--- config.mk ---
export PLATFORM = sky130hd
export DESIGN_NAME = mem_bus_arbiter_flat
export DESIGN_NICKNAME = d
export VERILOG_FILES = /design/src/rtl/mem_bus_arbiter_if.sv /design/src/rtl/mem_bus_arbiter.sv /design/src/flat_wrapper.sv
export SDC_FILE = /design/constraint.sdc
export NUM_CORES = 1
export LEC_CHECK = 0
export CAP_MARGIN = 20
export CORE_MARGIN = 2
export CORE_UTILIZATION = 43
export DETAILED_ROUTE_END_ITERATION = 6
export GPL_ROUTABILITY_DRIVEN = 0
export PLACE_DENSITY = 0.95
export RECOVER_POWER = 100
export SYNTH_ARGS = -nofsm -noshare
export SYNTH_HDL_FRONTEND = slang
export SYNTH_SLANG_ARGS = --single-unit
--- constraint.sdc ---
create_clock -name clk -period 11.44 [get_ports clk]
set_clock_uncertainty 0.05 [all_clocks]
set_input_delay 2.288 -clock clk [delete_from_list [all_inputs] [get_ports clk]]
set_output_delay 2.288 -clock clk [all_outputs]
set_load 0.05 [all_outputs]
--- src/rtl/mem_bus_arbiter_if.sv ---
// Shared-bus interface between the two masters (CPU, debug port), the
// arbiter and the memory decoder. The arbiter uses the slave view; the
// masters and the decoder together see the master view.
interface mem_bus_arbiter_if #(
  parameter int ADDR_W = 32
);
  logic              cpu_req;
  logic              cpu_we;
  logic [ADDR_W-1:0] cpu_adr;
  logic [31:0]       cpu_wdata;
  logic [31:0]       cpu_rdata;
  logic              cpu_ack;

  logic              dbg_req;
  logic              dbg_we;
  logic [ADDR_W-1:0] dbg_adr;
  logic [31:0]       dbg_wdata;
  logic [31:0]       dbg_rdata;
  logic              dbg_ack;

  logic              mem_we;
  logic [ADDR_W-1:0] mem_adr;
  logic [31:0]       mem_wdata;
  logic [31:0]       mem_rdata;

  modport slave (
    input  cpu_req, cpu_we, cpu_adr, cpu_wdata,
    output cpu_rdata, cpu_ack,
    input  dbg_req, dbg_we, dbg_adr, dbg_wdata,
    output dbg_rdata, dbg_ack,
    output mem_we, mem_adr, mem_wdata,
    input  mem_rdata
  );

  modport master (
    output cpu_req, cpu_we, cpu_adr, cpu_wdata,
    input  cpu_rdata, cpu_ack,
    output dbg_req, dbg_we, dbg_adr, dbg_wdata,
    input  dbg_rdata, dbg_ack,
    input  mem_we, mem_adr, mem_wdata,
    output mem_rdata
  );
endinterface

--- src/rtl/mem_bus_arbiter.sv ---
// Two-master round-robin arbiter for the memory-mapped data bus. One
// word access at a time: IDLE samples requests, ACCESS drives the bus for
// READ_LAT cycles and captures read data on the last one, ACK pulses the
// granted master's acknowledge for a single cycle.
module mem_bus_arbiter #(
  parameter int READ_LAT = 1,
  parameter int ADDR_W   = 32
) (
  input  logic             clk,
  input  logic             reset_n,
  mem_bus_arbiter_if.slave bus,
  output logic             owner,
  output logic             busy
);

  typedef enum logic [1:0] {
    IDLE   = 2'd0,
    ACCESS = 2'd1,
    ACK    = 2'd2
  } state_t;

  localparam logic [3:0] LAT_M1 = 4'(READ_LAT - 1);

  state_t            state;
  state_t            state_nxt;
  logic              owner_nxt;
  logic              grant_en;
  logic              capture;
  logic [3:0]        cnt;

  // Granted request, held for the whole transaction so a master may drop
  // or change its request lines once it has been granted.
  logic              g_we;
  logic [ADDR_W-1:0] g_adr;
  logic [31:0]       g_wdata;

  logic [31:0]       cpu_rdata_q;
  logic [31:0]       dbg_rdata_q;

  // Next-state decode; contention goes to the master that did not win last.
  always_comb begin
    state_nxt = state;
    owner_nxt = owner;
    grant_en  = 1'b0;
    capture   = 1'b0;
    case (state)
      IDLE: begin
        if (bus.cpu_req || bus.dbg_req) begin
          grant_en  = 1'b1;
          state_nxt = ACCESS;
          if (bus.cpu_req && bus.dbg_req) owner_nxt = ~owner;
          else                            owner_nxt = bus.dbg_req;
        end
      end
      ACCESS: begin
        if (cnt == 4'd0) begin
          capture   = 1'b1;
          state_nxt = ACK;
        end
      end
      ACK:     state_nxt = IDLE;
      default: state_nxt = IDLE;
    endcase
  end

  // State, grant owner, busy flag and wait counter.
  always_ff @(posedge clk) begin
    if (!reset_n) begin
      state <= IDLE;
      owner <= 1'b1;
      busy  <= 1'b0;
      cnt   <= 4'd0;
    end else begin
      state <= state_nxt;
      owner <= owner_nxt;
      busy  <= (state_nxt != IDLE);
      if (grant_en)                           cnt <= LAT_M1;
      else if (state == ACCESS && cnt != 4'd0) cnt <= cnt - 4'd1;
    end
  end

  // Latch the winning master's request with the address word-aligned.
  always_ff @(posedge clk) begin
    if (grant_en) begin
      if (owner_nxt) begin
        g_we    <= bus.dbg_we;
        g_adr   <= {bus.dbg_adr[ADDR_W-1:2], 2'b00};
        g_wdata <= bus.dbg_wdata;
      end else begin
        g_we    <= bus.cpu_we;
        g_adr   <= {bus.cpu_adr[ADDR_W-1:2], 2'b00};
        g_wdata <= bus.cpu_wdata;
      end
    end
  end

  // Read data returned to each master, held until its next completed access.
  always_ff @(posedge clk) begin
    if (!reset_n) begin
      cpu_rdata_q <= 32'd0;
      dbg_rdata_q <= 32'd0;
    end else if (capture) begin
      if (owner) dbg_rdata_q <= bus.mem_rdata;
      else       cpu_rdata_q <= bus.mem_rdata;
    end
  end

  // Bus drive: quiet outside ACCESS, write strobe only on its first cycle.
  always_comb begin
    bus.mem_we    = 1'b0;
    bus.mem_adr   = '0;
    bus.mem_wdata = 32'd0;
    if (state == ACCESS) begin
      bus.mem_we    = g_we && (cnt == LAT_M1);
      bus.mem_adr   = g_adr;
      bus.mem_wdata = g_wdata;
    end
  end

  assign bus.cpu_ack   = (state == ACK) && !owner;
  assign bus.dbg_ack   = (state == ACK) &&  owner;
  assign bus.cpu_rdata = cpu_rdata_q;
  assign bus.dbg_rdata = dbg_rdata_q;

endmodule

--- src/flat_wrapper.sv ---
// flat-port wrapper written by rule: the top's interface ports become plain ports
module mem_bus_arbiter_flat 
#(
  parameter int READ_LAT = 1,
  parameter int ADDR_W   = 32
)
  (clk, reset_n, owner, busy, bus_cpu_req, bus_cpu_we, bus_cpu_adr, bus_cpu_wdata, bus_cpu_rdata, bus_cpu_ack, bus_dbg_req, bus_dbg_we, bus_dbg_adr, bus_dbg_wdata, bus_dbg_rdata, bus_dbg_ack, bus_mem_we, bus_mem_adr, bus_mem_wdata, bus_mem_rdata);
  mem_bus_arbiter_if #(.ADDR_W(ADDR_W)) bus_i ();
  input  logic clk;
  input  logic reset_n;
  output logic owner;
  output logic busy;
  input wire logic [$bits(bus_i.cpu_req)-1:0] bus_cpu_req;
  input wire logic [$bits(bus_i.cpu_we)-1:0] bus_cpu_we;
  input wire logic [$bits(bus_i.cpu_adr)-1:0] bus_cpu_adr;
  input wire logic [$bits(bus_i.cpu_wdata)-1:0] bus_cpu_wdata;
  output wire logic [$bits(bus_i.cpu_rdata)-1:0] bus_cpu_rdata;
  output wire logic [$bits(bus_i.cpu_ack)-1:0] bus_cpu_ack;
  input wire logic [$bits(bus_i.dbg_req)-1:0] bus_dbg_req;
  input wire logic [$bits(bus_i.dbg_we)-1:0] bus_dbg_we;
  input wire logic [$bits(bus_i.dbg_adr)-1:0] bus_dbg_adr;
  input wire logic [$bits(bus_i.dbg_wdata)-1:0] bus_dbg_wdata;
  output wire logic [$bits(bus_i.dbg_rdata)-1:0] bus_dbg_rdata;
  output wire logic [$bits(bus_i.dbg_ack)-1:0] bus_dbg_ack;
  output wire logic [$bits(bus_i.mem_we)-1:0] bus_mem_we;
  output wire logic [$bits(bus_i.mem_adr)-1:0] bus_mem_adr;
  output wire logic [$bits(bus_i.mem_wdata)-1:0] bus_mem_wdata;
  input wire logic [$bits(bus_i.mem_rdata)-1:0] bus_mem_rdata;
  assign bus_i.cpu_req = bus_cpu_req;
  assign bus_i.cpu_we = bus_cpu_we;
  assign bus_i.cpu_adr = bus_cpu_adr;
  assign bus_i.cpu_wdata = bus_cpu_wdata;
  assign bus_cpu_rdata = bus_i.cpu_rdata;
  assign bus_cpu_ack = bus_i.cpu_ack;
  assign bus_i.dbg_req = bus_dbg_req;
  assign bus_i.dbg_we = bus_dbg_we;
  assign bus_i.dbg_adr = bus_dbg_adr;
  assign bus_i.dbg_wdata = bus_dbg_wdata;
  assign bus_dbg_rdata = bus_i.dbg_rdata;
  assign bus_dbg_ack = bus_i.dbg_ack;
  assign bus_mem_we = bus_i.mem_we;
  assign bus_mem_adr = bus_i.mem_adr;
  assign bus_mem_wdata = bus_i.mem_wdata;
  assign bus_i.mem_rdata = bus_mem_rdata;
  mem_bus_arbiter #(.READ_LAT(READ_LAT), .ADDR_W(ADDR_W)) u_core (.clk(clk), .reset_n(reset_n), .bus(bus_i), .owner(owner), .busy(busy));
endmodule
[Word level (Yosys, flattened, before mapping)]
Index checks and enable logic that the tools add are counted.
Operators by class
  add/sub/neg operators: 1
  $mul: 0
  div/mod/pow operators: 0
  magnitude comparators: 0
  eq/ne operators: 2
  shift operators: 0
  multiplexer cells: 16
  bitwise gates (word level): 2
  reduce and logical (&&, ||, !) cells: 14
Operators with widths (number)
  2-to-1 mux 32 bit: 4
  2-to-1 mux 1 bit: 9
  logical AND 1 bit: 5
  zero test 4 bit: 1
  2-to-1 mux 2 bit: 2
  one-hot mux 2 bit (2 select lines): 1
  AND reduction 2 bit: 2
  nonzero test 4 bit: 1
  subtractor 4 x 1 -> 4 bit (second input constant): 1
  == test 2 x 1 -> 1 bit (second input constant): 1
  == test 2 bit (second input constant): 1
  zero test 2 bit: 1
  inverter 1 bit: 2
  nonzero test 2 bit: 1
  OR reduction 2 bit: 1
  zero test 1 bit: 1
  logical OR 1 bit: 1
Storage, ports and cells
  bits in registers: 137
  latch bits: 0
  memory bits (writable): 0
  ROM bits: 0
  bits of input ports: 166
  output and inout port bits: 133
  memories: 0

[Longest topological paths before layout]
Gate-level depths: netlist of the first run.
  word-level depth: 5
  depth in mapped cells: 7
  gate-level depth less buffers: 5

[Least setup slack after synthesis of the first run]
No wires, ideal clock.
  path kind: in2reg
  from: input port bus_dbg_req
  to: register u_core.g_adr[10] (enable)
  setup time: 566 ps
  data arrival time: 6706 ps
  required time: 10824 ps
  path slack: 4118 ps
  cell stages on the path: 2
  buffers on the path: 0
  cell sequence: nor2_1 nor3_1
On the way
  longest elaborated chain between the ends: 3
Ends and longest elaborated chain
  start, declared: RTL line flat_wrapper.sv:19  | input wire logic [$bits(bus_i.dbg_req)-1:0] bus_dbg_req;
  logical OR 1 bit: RTL line mem_bus_arbiter.sv:48  | if (bus.cpu_req || bus.dbg_req) begin
  2-to-1 mux 1 bit: RTL line mem_bus_arbiter.sv:48
  2-to-1 mux 1 bit: RTL line mem_bus_arbiter.sv:46  | case (state)
  named net u_core.grant_en: RTL line mem_bus_arbiter.sv:27  | logic grant_en;
  end signal, assigned: RTL line mem_bus_arbiter.sv:87  | g_adr <= {bus.dbg_adr[ADDR_W-1:2], 2'b00};
  end signal, assigned: RTL line mem_bus_arbiter.sv:91  | g_adr <= {bus.cpu_adr[ADDR_W-1:2], 2'b00};
  end, declared: RTL line mem_bus_arbiter.sv:34  | logic [ADDR_W-1:0] g_adr;
The timed path passes the listed nets, and every way through them passes these cells.
A chain may end at the register's enable or synchronous reset.

[Worst setup path after layout of the first run]
  from: input port bus_cpu_req
  to: register u_core.g_adr[31], data pin
On the way
  longest elaborated chain between the ends: 5
Ends and longest elaborated chain
  start, declared: RTL line flat_wrapper.sv:13  | input wire logic [$bits(bus_i.cpu_req)-1:0] bus_cpu_req;
  logical AND 1 bit: RTL line mem_bus_arbiter.sv:51  | if (bus.cpu_req && bus.dbg_req) owner_nxt = ~owner;
  2-to-1 mux 1 bit: RTL line mem_bus_arbiter.sv:51
  2-to-1 mux 1 bit *: RTL line mem_bus_arbiter.sv:48
  2-to-1 mux 1 bit *: RTL line mem_bus_arbiter.sv:46
  2-to-1 mux 32 bit *: RTL line mem_bus_arbiter.sv:85  | if (owner_nxt) begin
Every way passes the cells marked *; elsewhere a longest branch is shown, timed or not.

==> reports/qor.txt, run 1 <==
fin area - 9483 sq um
RSZ-0062 raised after global routing - false
Fin. Hold Viols - 0
maximum vdd drop - 0.1050 mV
Crit Path Max Fanout - 64
DIE HEIGHT - 121.1 um
Vias/cell - 4.865
global-route usage over all layers - 22.24%
H-tree levels - 4
crit path capture type - flop
MaxCap Viol Count - 3
register area share after synthesis - 56.57%
Cell variety after synth - 32
metal1 wirelength - 5.939 mm
Area after DPL - 8862 sq um
largest net degree at the start of global routing - 102
CTS Buffer Depth - 2
Netlist Area Pre-Place - 5892 sq um
initial antenna violation count - 0
Worst Max-Slew Pin Slew - 3903 ps
post-synth top area cell - edfxtp_1
P per Cell Area - 156.7 nW/um^2
FMAX - 161.5 MHz
Core ar. - 13300 sq um
clk sink count - 135
overall die width - 121.1 um
Overflow after GRT - 0
met3 WL post-DR - 1.260 mm
TritonCTS buffer count - 17
Worst Path Required - 11520 ps
Routed Antenna Nets - 0
diodes inserted - 0
Final period util - 54.12%
drt pass-1 iters - 4
DP Cell Count - 931
drt drc - 0
post_cts resized - 0
arrival time at the worst endpoint - 6270 ps
crit-path max cell delay - 2350 ps
final setup vio count - 0
Die ar. - 14650 sq um
final worst setup slack - 5249 ps
Clock transition at path regs - 50 ps
global-route wire length before repair - 24.74 mm
Seq cells post-synth - 135
initial drt markers - 225
initial core utilization - 44.32%
cell count after synthesis - 492
max-slew violation count - 218
setup bufs post-CTS - 0
setup_tns - 0 ps
Synth Warn # - 0
# port buffers - 292
later-pin clock latency in the skew report - 410 ps
Rows - 42
io pins - 299
Post-Route WL - 16.29 mm
critical path class - input port to flop
slew margin rel. - -160.2%
synth top area cells - edfxtp_1 32%, dfxtp_1 24%, mux2_1 12%, mux2i_1 11%, and2_1 6.6%
Yosys top cell area share - 32.11%
pre-CTS WS - 6482 ps
Worst Hold Class - flop to flop
Finished Layout Cells - 964
fin util - 71.33%
crit path time final - 6191 ps
max layer used - met4
vias in the first global route - 4843
Crit path max-delay family - buffers and inverters
Post-Syn Area per Cell - 11.98 sq um
nets - 942
Buf+Inv Stages, Crit Path - 2
clock root buffer - clkbuf_16
cts hold-fix bufs - 0
leakage power - 4.069 nW
DR WL met2 - 8.623 mm
CTS tree - built
CP Cell Sequence - dlygate4sd3_1 -> or3b_1 -> a21oi_4 -> clkbuf_1 -> mux2_1
failing checks - capacitance limit, slew limit
via count - 4690
Crit-path slowest cell - clkbuf_1
layout cells sized above 1 - 4.569%
DP HPWL - 12.06 mm
status - complete, but fails checks
Worst Setup Start Kind - input port
Area Growth Syn to Fin - 60.95%
DR WL/cell - 16.89 um
## Yosys cell counts
master	instances
a21oi_4	1
inv_1	3
o31ai_1	1
o21ai_0	2
mux2_1	63
nand2b_1	1
clkbuf_1	18
nand2_1	97
a211oi_1	1
mux2i_1	64
nor2b_1	1
edfxtp_1	63
nor3b_1	2
ha_1	1
buf_2	2
buf_6	9
and3_1	3
buf_4	5
dfxtp_1	72
nand4b_1	1
o41ai_1	1
or3b_1	2
or3_1	1
conb_1	1
a21oi_1	4
and3b_1	1
nor2_1	3
nor3_1	2
nor4b_1	1
nand3_1	2
and2_1	62
o21a_1	2
## cells in the final DEF, fill, tap and decap left out, types with 3 or more instances in the layout
cell type          n
clkdlybuf4s50_1  160
dlygate4sd3_1    131
nand2_1           97
dfxtp_1           72
mux2i_1           64
mux2_1            63
edfxtp_1          63
and2_1            62
clkbuf_16         20
clkbuf_1           5
a21oi_1            4
clkinv_2           4
inv_1              3
nor2_1             3
## per-layer routing
layer / track usage [%] / up-vias
li1: - / 2251
met2: 40.34 / 206
met3: 6.391 / 35
met1: 24.15 / 2198
met5: 0 / -
met4: 9.084 / 0
## cell families (layout without fill, tap and decap cells)
logic type | Yosys count | count (layout) | synth area share, %
other cells | 1 | 2 | 0.06365
buf+inv | 37 | 332 | 3.865
simple gates | 179 | 179 | 14.93
flops | 135 | 135 | 56.57
mux | 127 | 127 | 22.91
compound gates | 12 | 12 | 1.444
fa+ha+maj | 1 | 1 | 0.2123
## final cells by class
cell class,instances,area (sq um)
inverters,3,11.26
flip-flops and latches,135,3333
well taps,176,220.2
clock buffers,22,518.0
repair buffers,297,2953
clock inverters,10,110.1
multi-input cells,321,2337
fillers,862,3812
## metrics by stage
step                power [mW]  hold slack [ps]
floorplan               0.7956            426.1
global placement        0.9255            391.5
detailed placement      0.9361            399.2
CTS                      1.505            408.2
global route             1.537            421.4
finish                   1.486            403.6
## report_power, final
| part | internal, mW | switching [mW] |
|---|---|---|
| Sequential | 0.564 | 0.0143 |
| Combinational | 0.138 | 0.202 |
| Clock | 0.365 | 0.203 |
## sequential cells by signal (all words and copies together) (netlist names)
register              flops
u_core.bus.cpu_rdata     32
u_core.bus.dbg_rdata     32
u_core.busy               1
u_core.cnt                4
u_core.g_adr             30
u_core.g_wdata           32
u_core.g_we               1
u_core.owner              1
u_core.state              2
## worst reg2reg max path, cell delays in order, from the launching register on
cell,delay [ps]
dfxtp_1,370
or3b_1,450
a21oi_4,150
clkbuf_1,2350
mux2_1,550
## final timing paths
kind | startpoint | to | slack [ps] | depth (start not counted)
setup / recovery | bus_cpu_req | u_core.g_adr[31] | 5250 | 5
hold / removal | u_core.bus.dbg_rdata[11] | u_core.bus.dbg_rdata[11] | 400 | 2
setup reg to reg | u_core.state[0] | u_core.g_adr[31] | 7240 | 4
hold reg to reg | u_core.bus.dbg_rdata[11] | u_core.bus.dbg_rdata[11] | 400 | 2
Power figures use the tool's default switching activity.
==> inputs of run 2 (changes only) <==
CORE_UTILIZATION = 36   (was 43)
PLACE_DENSITY = 0.87   (was 0.95)
clock period = 5 ns   (was 11.44 ns; I/O delays follow)
==> reports/qor.txt, run 2 (synthesized netlist as in run 1, its figures left out) <==
DR WL/cell - 15.66 um (-7.3%)
Worst Path Required - 3950 ps (-7570 ps)
Overflow after GRT - 0 (unchanged)
max-slew violation count - 198 (-9.2%)
critical path class - flop to output pin
Fin. Hold Viols - 0 (unchanged)
crit path time final - 4225 ps
global-route wire length before repair - 24.84 mm (+0.39%)
layout cells sized above 1 - 4.442% (-0.13 points)
RSZ-0062 raised after global routing - false
crit-path max cell delay - 900 ps (-1450 ps)
Worst Setup Start Kind - flop
P per Cell Area - 353.3 nW/um^2 (+130%)
slew margin rel. - -48.99% (+110 points)
Routed Antenna Nets - 0 (unchanged)
pre-CTS WS - 1394 ps (-5087 ps)
Final period util - 84.50%
io pins - 299 (unchanged)
Rows - 46 (+9.5%)
setup_tns - 0 ps (unchanged)
Vias/cell - 4.640 (-4.6%)
later-pin clock latency in the skew report - 400 ps (about the same)
overall die width - 131.9 um (+9.0%)
Crit Path Max Fanout - 42 (-34%)
initial core utilization - 36.96% (-7.4 points)
CP Cell Sequence - nor2b_4 -> clkbuf_2 -> and2_1 -> dlygate4sd3_1
maximum vdd drop - 0.2091 mV (+99%)
Area Growth Syn to Fin - 61.71%
final setup vio count - 0 (unchanged)
post_cts resized - 0 (unchanged)
cts hold-fix bufs - 0 (unchanged)
CTS Buffer Depth - 2 (unchanged)
Core ar. - 15940 sq um (+20%)
initial antenna violation count - 0 (unchanged)
failing checks - capacitance limit, slew limit
crit path capture type - output pin
drt pass-1 iters - 4 (unchanged)
nets - 942 (unchanged)
CTS tree - built
global-route usage over all layers - 18.16% (-4.1 points)
Crit path max-delay family - buffers and inverters
H-tree levels - 4 (unchanged)
# port buffers - 292 (unchanged)
clk sink count - 135 (unchanged)
final worst setup slack - 775.1 ps (-4473 ps)
drt drc - 0 (unchanged)
most frequent cells in the layout - 160 x clkdlybuf4s50_1, 131 x dlygate4sd3_1, 97 x nand2_1
Worst Max-Slew Pin Slew - 2235 ps (-1668 ps)
DP HPWL - 11.82 mm (-2.0%)
leakage power - 4.061 nW (-0.19%)
status - complete, but fails checks
FMAX - 236.7 MHz
Die ar. - 17410 sq um (+19%)
Worst Hold Class - flop to flop
largest net degree at the start of global routing - 61 (-40%)
via count - 4659 (-0.66%)
DIE HEIGHT - 131.9 um (+9.0%)
clock root buffer - clkbuf_16
MaxCap Viol Count - 6 (+3)
vias in the first global route - 4804 (-0.81%)
arrival time at the worst endpoint - 3170 ps (-3100 ps)
Post-Route WL - 15.73 mm (-3.4%)
Clock transition at path regs - 60 ps (about the same)
TritonCTS buffer count - 17 (unchanged)
Crit-path slowest cell - dlygate4sd3_1
setup bufs post-CTS - 0 (unchanged)
diodes inserted - 0 (unchanged)
Buf+Inv Stages, Crit Path - 2 (unchanged)
initial drt markers - 149 (-34%)
leading cell type in the layout, fill and taps excluded - clkdlybuf4s50_1
==> run 2: tightest hold or removal path: stages (launching register included) <==
cell and delay, ps:
dfxtp_1 310, nand2_1 50, mux2i_1 50
==> run 2: worst paths after layout <==
| check | start | cells past startpoint | end | slack (ps) |
|---|---|---|---|---|
| hold / removal | u_core.bus.dbg_rdata[26] | 2 | u_core.bus.dbg_rdata[26] | 400 |
| setup / recovery | u_core.state[0] | 4 | bus_mem_adr[31] | 780 |
| hold reg to reg | u_core.bus.dbg_rdata[26] | 2 | u_core.bus.dbg_rdata[26] | 400 |
| setup reg to reg | u_core.state[1] | 4 | u_core.g_wdata[30] | 1480 |
==> run 2: cell type report <==
class / instances / area (sq um)
flip-flops and latches: 135 / 3333
clock buffers: 24 / 535.5
clock inverters: 8 / 81.33
multi-input cells: 321 / 2342
fillers: 1330 / 6415
well taps: 216 / 270.3
repair buffers: 297 / 2954
inverters: 3 / 11.26
==> run 2: layer usage <==
layer | vias up | track usage (%) | wire length (um)
li1 | 2261 | - | -
met1 | 2173 | 19.69 | 6158
met2 | 198 | 32.03 | 7902
met3 | 27 | 7.459 | 1303
met4 | 0 | 6.159 | 363
met5 | - | 0 | 0
==> run 2: through the flow <==
stage	instance area (sq um)	power, mW	util (%)	instances	hold slack [ps]
5_1_grt	9528	3.506	59.76	1004	420.3
4_1_cts	9555	3.435	59.94	1004	406.2
3_3_place_gp	8939	2.132	56.07	972	391.8
6_report	9528	3.366	59.76	1004	401.6
2_1_floorplan	5901	1.817	-	493	426.1
3_5_place_dp	8939	2.146	56.07	972	398.0
==> run 2: power breakdown <==
group | internal [mW] | switching, mW | total (mW)
clock | 0.803 | 0.475 | 1.28
sequential | 1.29 | 0.0313 | 1.32
combinational | 0.314 | 0.454 | 0.768
==> variant 1, RTL diff (settings of run 2) <==
`ADDR_W` is set to 32 in 3 places; all go to 64.
--- a/src/rtl/mem_bus_arbiter_if.sv
+++ b/src/rtl/mem_bus_arbiter_if.sv
@@ -4,3 +4,3 @@
 interface mem_bus_arbiter_if #(
-  parameter int ADDR_W = 32
+  parameter int ADDR_W = 64
 );
--- a/src/rtl/mem_bus_arbiter.sv
+++ b/src/rtl/mem_bus_arbiter.sv
@@ -6,3 +6,3 @@
   parameter int READ_LAT = 1,
-  parameter int ADDR_W   = 32
+  parameter int ADDR_W   = 64
 ) (
--- a/src/flat_wrapper.sv
+++ b/src/flat_wrapper.sv
@@ -4,3 +4,3 @@
   parameter int READ_LAT = 1,
-  parameter int ADDR_W   = 32
+  parameter int ADDR_W   = 64
 )
Interface: changed (resized bus_cpu_adr, bus_dbg_adr and bus_mem_adr); port bits go from 299 to 395. No check against the original RTL was run, so the function may have changed too.
==> variant 1 against run 2 <==
Power increased by 20%; area after synthesis increased by 26%; first-iteration DRC count increased by 13%; via count increased by 24%; combinational power increased by 34%; routed wire length increased by 35%; utilization decreased by 0.10 points; design area increased by 27%; critical path type unchanged; the flow still finishes with violations (capacitance limit, slew limit); setup slack improved by 99 ps; sequential cell count increased by 32.
==> variant 1: results (changes against run 2) <==
| Metric | Value |
|---|---|
| Status | `finished, violations left (unchanged)` |
| Failing checks | `capacitance limit, slew limit (unchanged)` |
| Maximum VDD drop | `0.000223 V (was 0.000209 V)` |
| Largest net degree at the start of global routing | `63 (was 61)` |
| I/O Buffers | `388 (was 292)` |
| Slew at the pin with the worst max-slew slack | `2120 ps (was 2230 ps)` |
| Leakage | `5.05 nW (was 4.06 nW)` |
| GRT met1 Usage | `21.1% (was 19.7%)` |
| Avg Cell Area, Syn | `12.5 sq um (was 12.0 sq um)` |
| Drt wl/cell | `17.0 um (was 15.7 um)` |
| Cell variety after synth | `33 (was 32)` |
| Reg2Reg Setup Slack | `1670 ps (was 1480 ps)` |
| Top cells by count, synth | `97 x nand2_1, 95 x edfxtp_1, 94 x and2_1, 72 x dfxtp_1, 72 x mux2_1 (was 97 x nand2_1, 72 x dfxtp_1, 64 x mux2i_1, 63 x edfxtp_1, 63 x mux2_1)` |
| Met2 Use GR | `34.0% (was 32.0%)` |
| Max-slew violation count | `263 (was 198)` |
| Total of max-cap violations | `6 (unchanged)` |
| Placed cells | `1221 (was 972)` |
| Worst R2R Start | `u_core.cnt[0] (was u_core.state[1])` |
| Psw | `1.28 mW (was 0.960 mW)` |
| Share of cells above drive strength 1 | `6.51% (was 4.44%)` |
| Clock insertion delay at the later pin of the skew report | `420 ps (was 400 ps)` |
| GRT Util Overall | `19.2% (was 18.2%)` |
| Min Hold Slack | `404 ps (was 402 ps)` |
| Crit Reg-Reg Endpoint | `u_core.bus.dbg_rdata[4] (was u_core.g_wdata[30])` |
| Ys flop type | `edfxtp_1 (was dfxtp_1)` |
| Vias in the first global route | `5998 (was 4804)` |
| Worst Hold Path EP | `u_core.bus.dbg_rdata[5] (was u_core.bus.dbg_rdata[26])` |
| DRT Wirelength | `21200 um (was 15700 um)` |
| Worst-case reg-to-reg path depth | `5 (was 4)` |
[variant 1: power groups by stage]
| stage | clock, mW | sequential [mW] | combinational (mW) |
|---|---|---|---|
| 3_3_place_gp | 0 | 1.69 | 1.06 |
| 2_1_floorplan | 0 | 1.79 | 0.539 |
| 4_1_cts | 1.37 | 1.67 | 1.08 |
| 5_1_grt | 1.42 | 1.69 | 1.09 |
| 3_5_place_dp | 0 | 1.70 | 1.07 |
| 6_report | 1.32 | 1.67 | 1.03 |
[variant 1: area by class of cell]
| class | instances | area [sq um] | share of cell area (%) |
|---|---|---|---|
| Tap cell | 270 | 338 | 2.80 |
| Multi-Input combinational cell | 385 | 2900 | 24.0 |
| Clock buffer | 17 | 425 | 3.52 |
| Clock inverter | 15 | 176 | 1.46 |
| Inverter | 3 | 11.3 | 0.0933 |
| Timing Repair Buffer | 396 | 3920 | 32.5 |
| Sequential cell | 167 | 4290 | 35.6 |
[variant 1: worst max-delay path by stage]
stage | start | to | cells after the start
after CTS | u_core.state[0] | bus_mem_adr[57] | 4
after floorplan | bus_dbg_req | u_core.g_adr[10] | 2
after detailed placement | bus_cpu_req | u_core.g_adr[48] | 5
after global routing | u_core.state[0] | bus_mem_adr[35] | 4
after global placement | bus_cpu_req | u_core.g_adr[31] | 5
final | u_core.state[0] | bus_mem_wdata[1] | 4
[variant 1: cell families (layout without fill, tap and decap cells)]
kind of cell	Yosys count	after routing
fa+ha+maj	1	1
mux	159	159
compound gates	12	12
simple gates	211	211
buf+inv	45	431
flops	167	167
other cells	1	2
[variant 1: layer usage]
layer | part of all wire [%] | up-vias
li1 | - | 2806
met1 | 38 | 2669
met2 | 51 | 260
met3 | 6.7 | 50
met4 | 4.1 | 0
met5 | 0 | -
[variant 1: critical path: stages, from the launching register on]
cell	delay [ps]
dfxtp_1	500
nor2b_4	210
clkbuf_2	760
and2_1	220
dlygate4sd3_1	940
[variant 1: per-stage QoR]
| stage | setup WS (ps) | power (mW) |
|---|---|---|
| 2_1_floorplan | 1170 | 2.32 |
| 3_3_place_gp | 1520 | 2.75 |
| 3_5_place_dp | 1490 | 2.77 |
| 4_1_cts | 1240 | 4.12 |
| 5_1_grt | 684 | 4.20 |
| 6_report | 874 | 4.03 |
==> variant 2, RTL diff (flow settings as in run 2) <==
Without the edit above. Re-encode `state_t` (3 states) as one-hot, 3 bits wide.
--- a/src/rtl/mem_bus_arbiter.sv
+++ b/src/rtl/mem_bus_arbiter.sv
@@ -15,6 +15,6 @@
 
-  typedef enum logic [1:0] {
-    IDLE   = 2'd0,
-    ACCESS = 2'd1,
-    ACK    = 2'd2
+  typedef enum logic [2:0] {
+    IDLE   = 3'b001,
+    ACCESS = 3'b010,
+    ACK    = 3'b100
   } state_t;
Function: no difference found for any inputs over 10 cycles, from zero or initial values and one cycle with reset_n low; not proved beyond that.
==> variant 2 against run 2 <==
The flow still finishes with violations (capacitance limit, slew limit); setup slack gained 150 ps; register-to-register slack lost 100 ps; largest cell class unchanged; area after synthesis rose by 5.0%; power decreased by 5.9%; first-iteration DRC count did not move; routed wire length increased by 7.6%; die area is 4.8% higher; sequential share of layout area is 0.46 points lower; sequential power barely moved; sequential cell count rose by 1; design area up 1.9%.
==> variant 2: results (changes against run 2) <==
| Metric | Value |
|---|---|
| Multi-Input Combinational | `350 (was 321)` |
| Top Metal Used | `met5 (was met4)` |
| Crit path max-delay family | `compound AO/OA/AOI/OAI gates (was buffers and inverters)` |
| Metal3 WL | `1840 um (was 1300 um)` |
| Non-clk bufs | `298 (was 297)` |
| Share of cells above drive strength 1 | `8.91% (was 4.44%)` |
| Total of max-cap violations | `4 (was 6)` |
| Ranking of synthesized cells by area | `edfxtp_1 31%, dfxtp_1 24%, mux2_1 11% (was edfxtp_1 32%, dfxtp_1 24%, mux2_1 12%)` |
| Maximum fanout along the worst path | `64 (was 42)` |
| Placed cells | `1006 (was 972)` |
| Reg2Reg Setup Slack | `1380 ps (was 1480 ps)` |
| Power, Total | `3.17 mW (was 3.37 mW)` |
| Post-DP HPWL | `12200 um (was 11800 um)` |
| Worst R2R Start | `u_core.state[0] (was u_core.state[1])` |
| M3 GR Usage | `7.96% (was 7.46%)` |
| GRT Util Overall | `18.3% (was 18.2%)` |
| Met2 wire len | `7960 um (was 7900 um)` |
| Status | `finished, violations left (unchanged)` |
| Netlist Area Pre-Place | `6190 sq um (was 5890 sq um)` |
| Clock share of power | `41.2% (was 38.0%)` |
| Largest stage delay on the critical path | `2090 ps (was 900 ps)` |
| Register fraction of the total cell area | `34.5% (was 35.0%)` |
| Failing checks | `capacitance limit, slew limit (unchanged)` |
| NumNets Final | `973 (was 942)` |
| Met2 Use GR | `30.4% (was 32.0%)` |
| Max-slew violation count | `236 (was 198)` |
| Maximum VDD drop | `0.000198 V (was 0.000209 V)` |
| GRT met1 Usage | `21.3% (was 19.7%)` |
| Worst-case reg-to-reg path depth | `3 (was 4)` |
| Footprint of the multi-input gates | `2480 sq um (was 2340 sq um)` |
| Flop pwr share | `41.8% (was 39.2%)` |
| DP Worst Slack | `1690 ps (was 1390 ps)` |
| Vias post-DR | `4824 (was 4659)` |
| Worst path arrival time | `4170 ps (was 3170 ps)` |
| Leakage | `4.07 nW (was 4.06 nW)` |
| Crit Reg-Reg Endpoint | `u_core.g_adr[3] (was u_core.g_wdata[30])` |
| Cells after synthesis | `528 (was 492)` |
| CP startpoint | `bus_dbg_req (was u_core.state[0])` |
| Psw | `0.794 mW (was 0.960 mW)` |
| First-pass GRT wire length | `25600 um (was 24800 um)` |
| Clk tree area frac | `6.39% (was 6.47%)` |
| Routed met1 length | `6840 um (was 6160 um)` |
| Worst slew margin | `-92.3% (was -49.0%)` |
| Area growth syn-to-layout | `57.0% (was 61.7%)` |
variant 2: cell count changes after synthesis, moves of 4 or more:
| cell | run 2 | this run |
|---|---|---|
| buf_2 | 2 | 6 |
| buf_4 | 5 | 10 |
| mux2_1 | 63 | 59 |
| mux2_2 | 0 | 4 |
| mux2i_1 | 64 | 32 |
| nand3_2 | 0 | 28 |
| o21ai_1 | 0 | 4 |
| o21ai_2 | 0 | 28 |
variant 2: worst max-delay path by stage:
stage | end | slack, ps | cells past startpoint
CTS | bus_mem_we | 1240 | 6
finish | u_core.g_adr[2] | 920 | 4
detailed placement | bus_mem_we | 1690 | 6
global placement | bus_mem_we | 1710 | 6
floorplan | bus_cpu_ack | 1710 | 1
global route | u_core.g_adr[9] | 680 | 3
variant 2: cell families after synthesis:
group / synth area share [%]
AND/OR/NAND/NOR: 19.5
flip-flops: 54.2
multiplexers: 16.6
buffers and inverters: 4.07
AO/OA/AOI/OAI: 5.08
XOR/XNOR: 0.283
adder cells (fa/ha/maj): 0.202
other: 0.0606
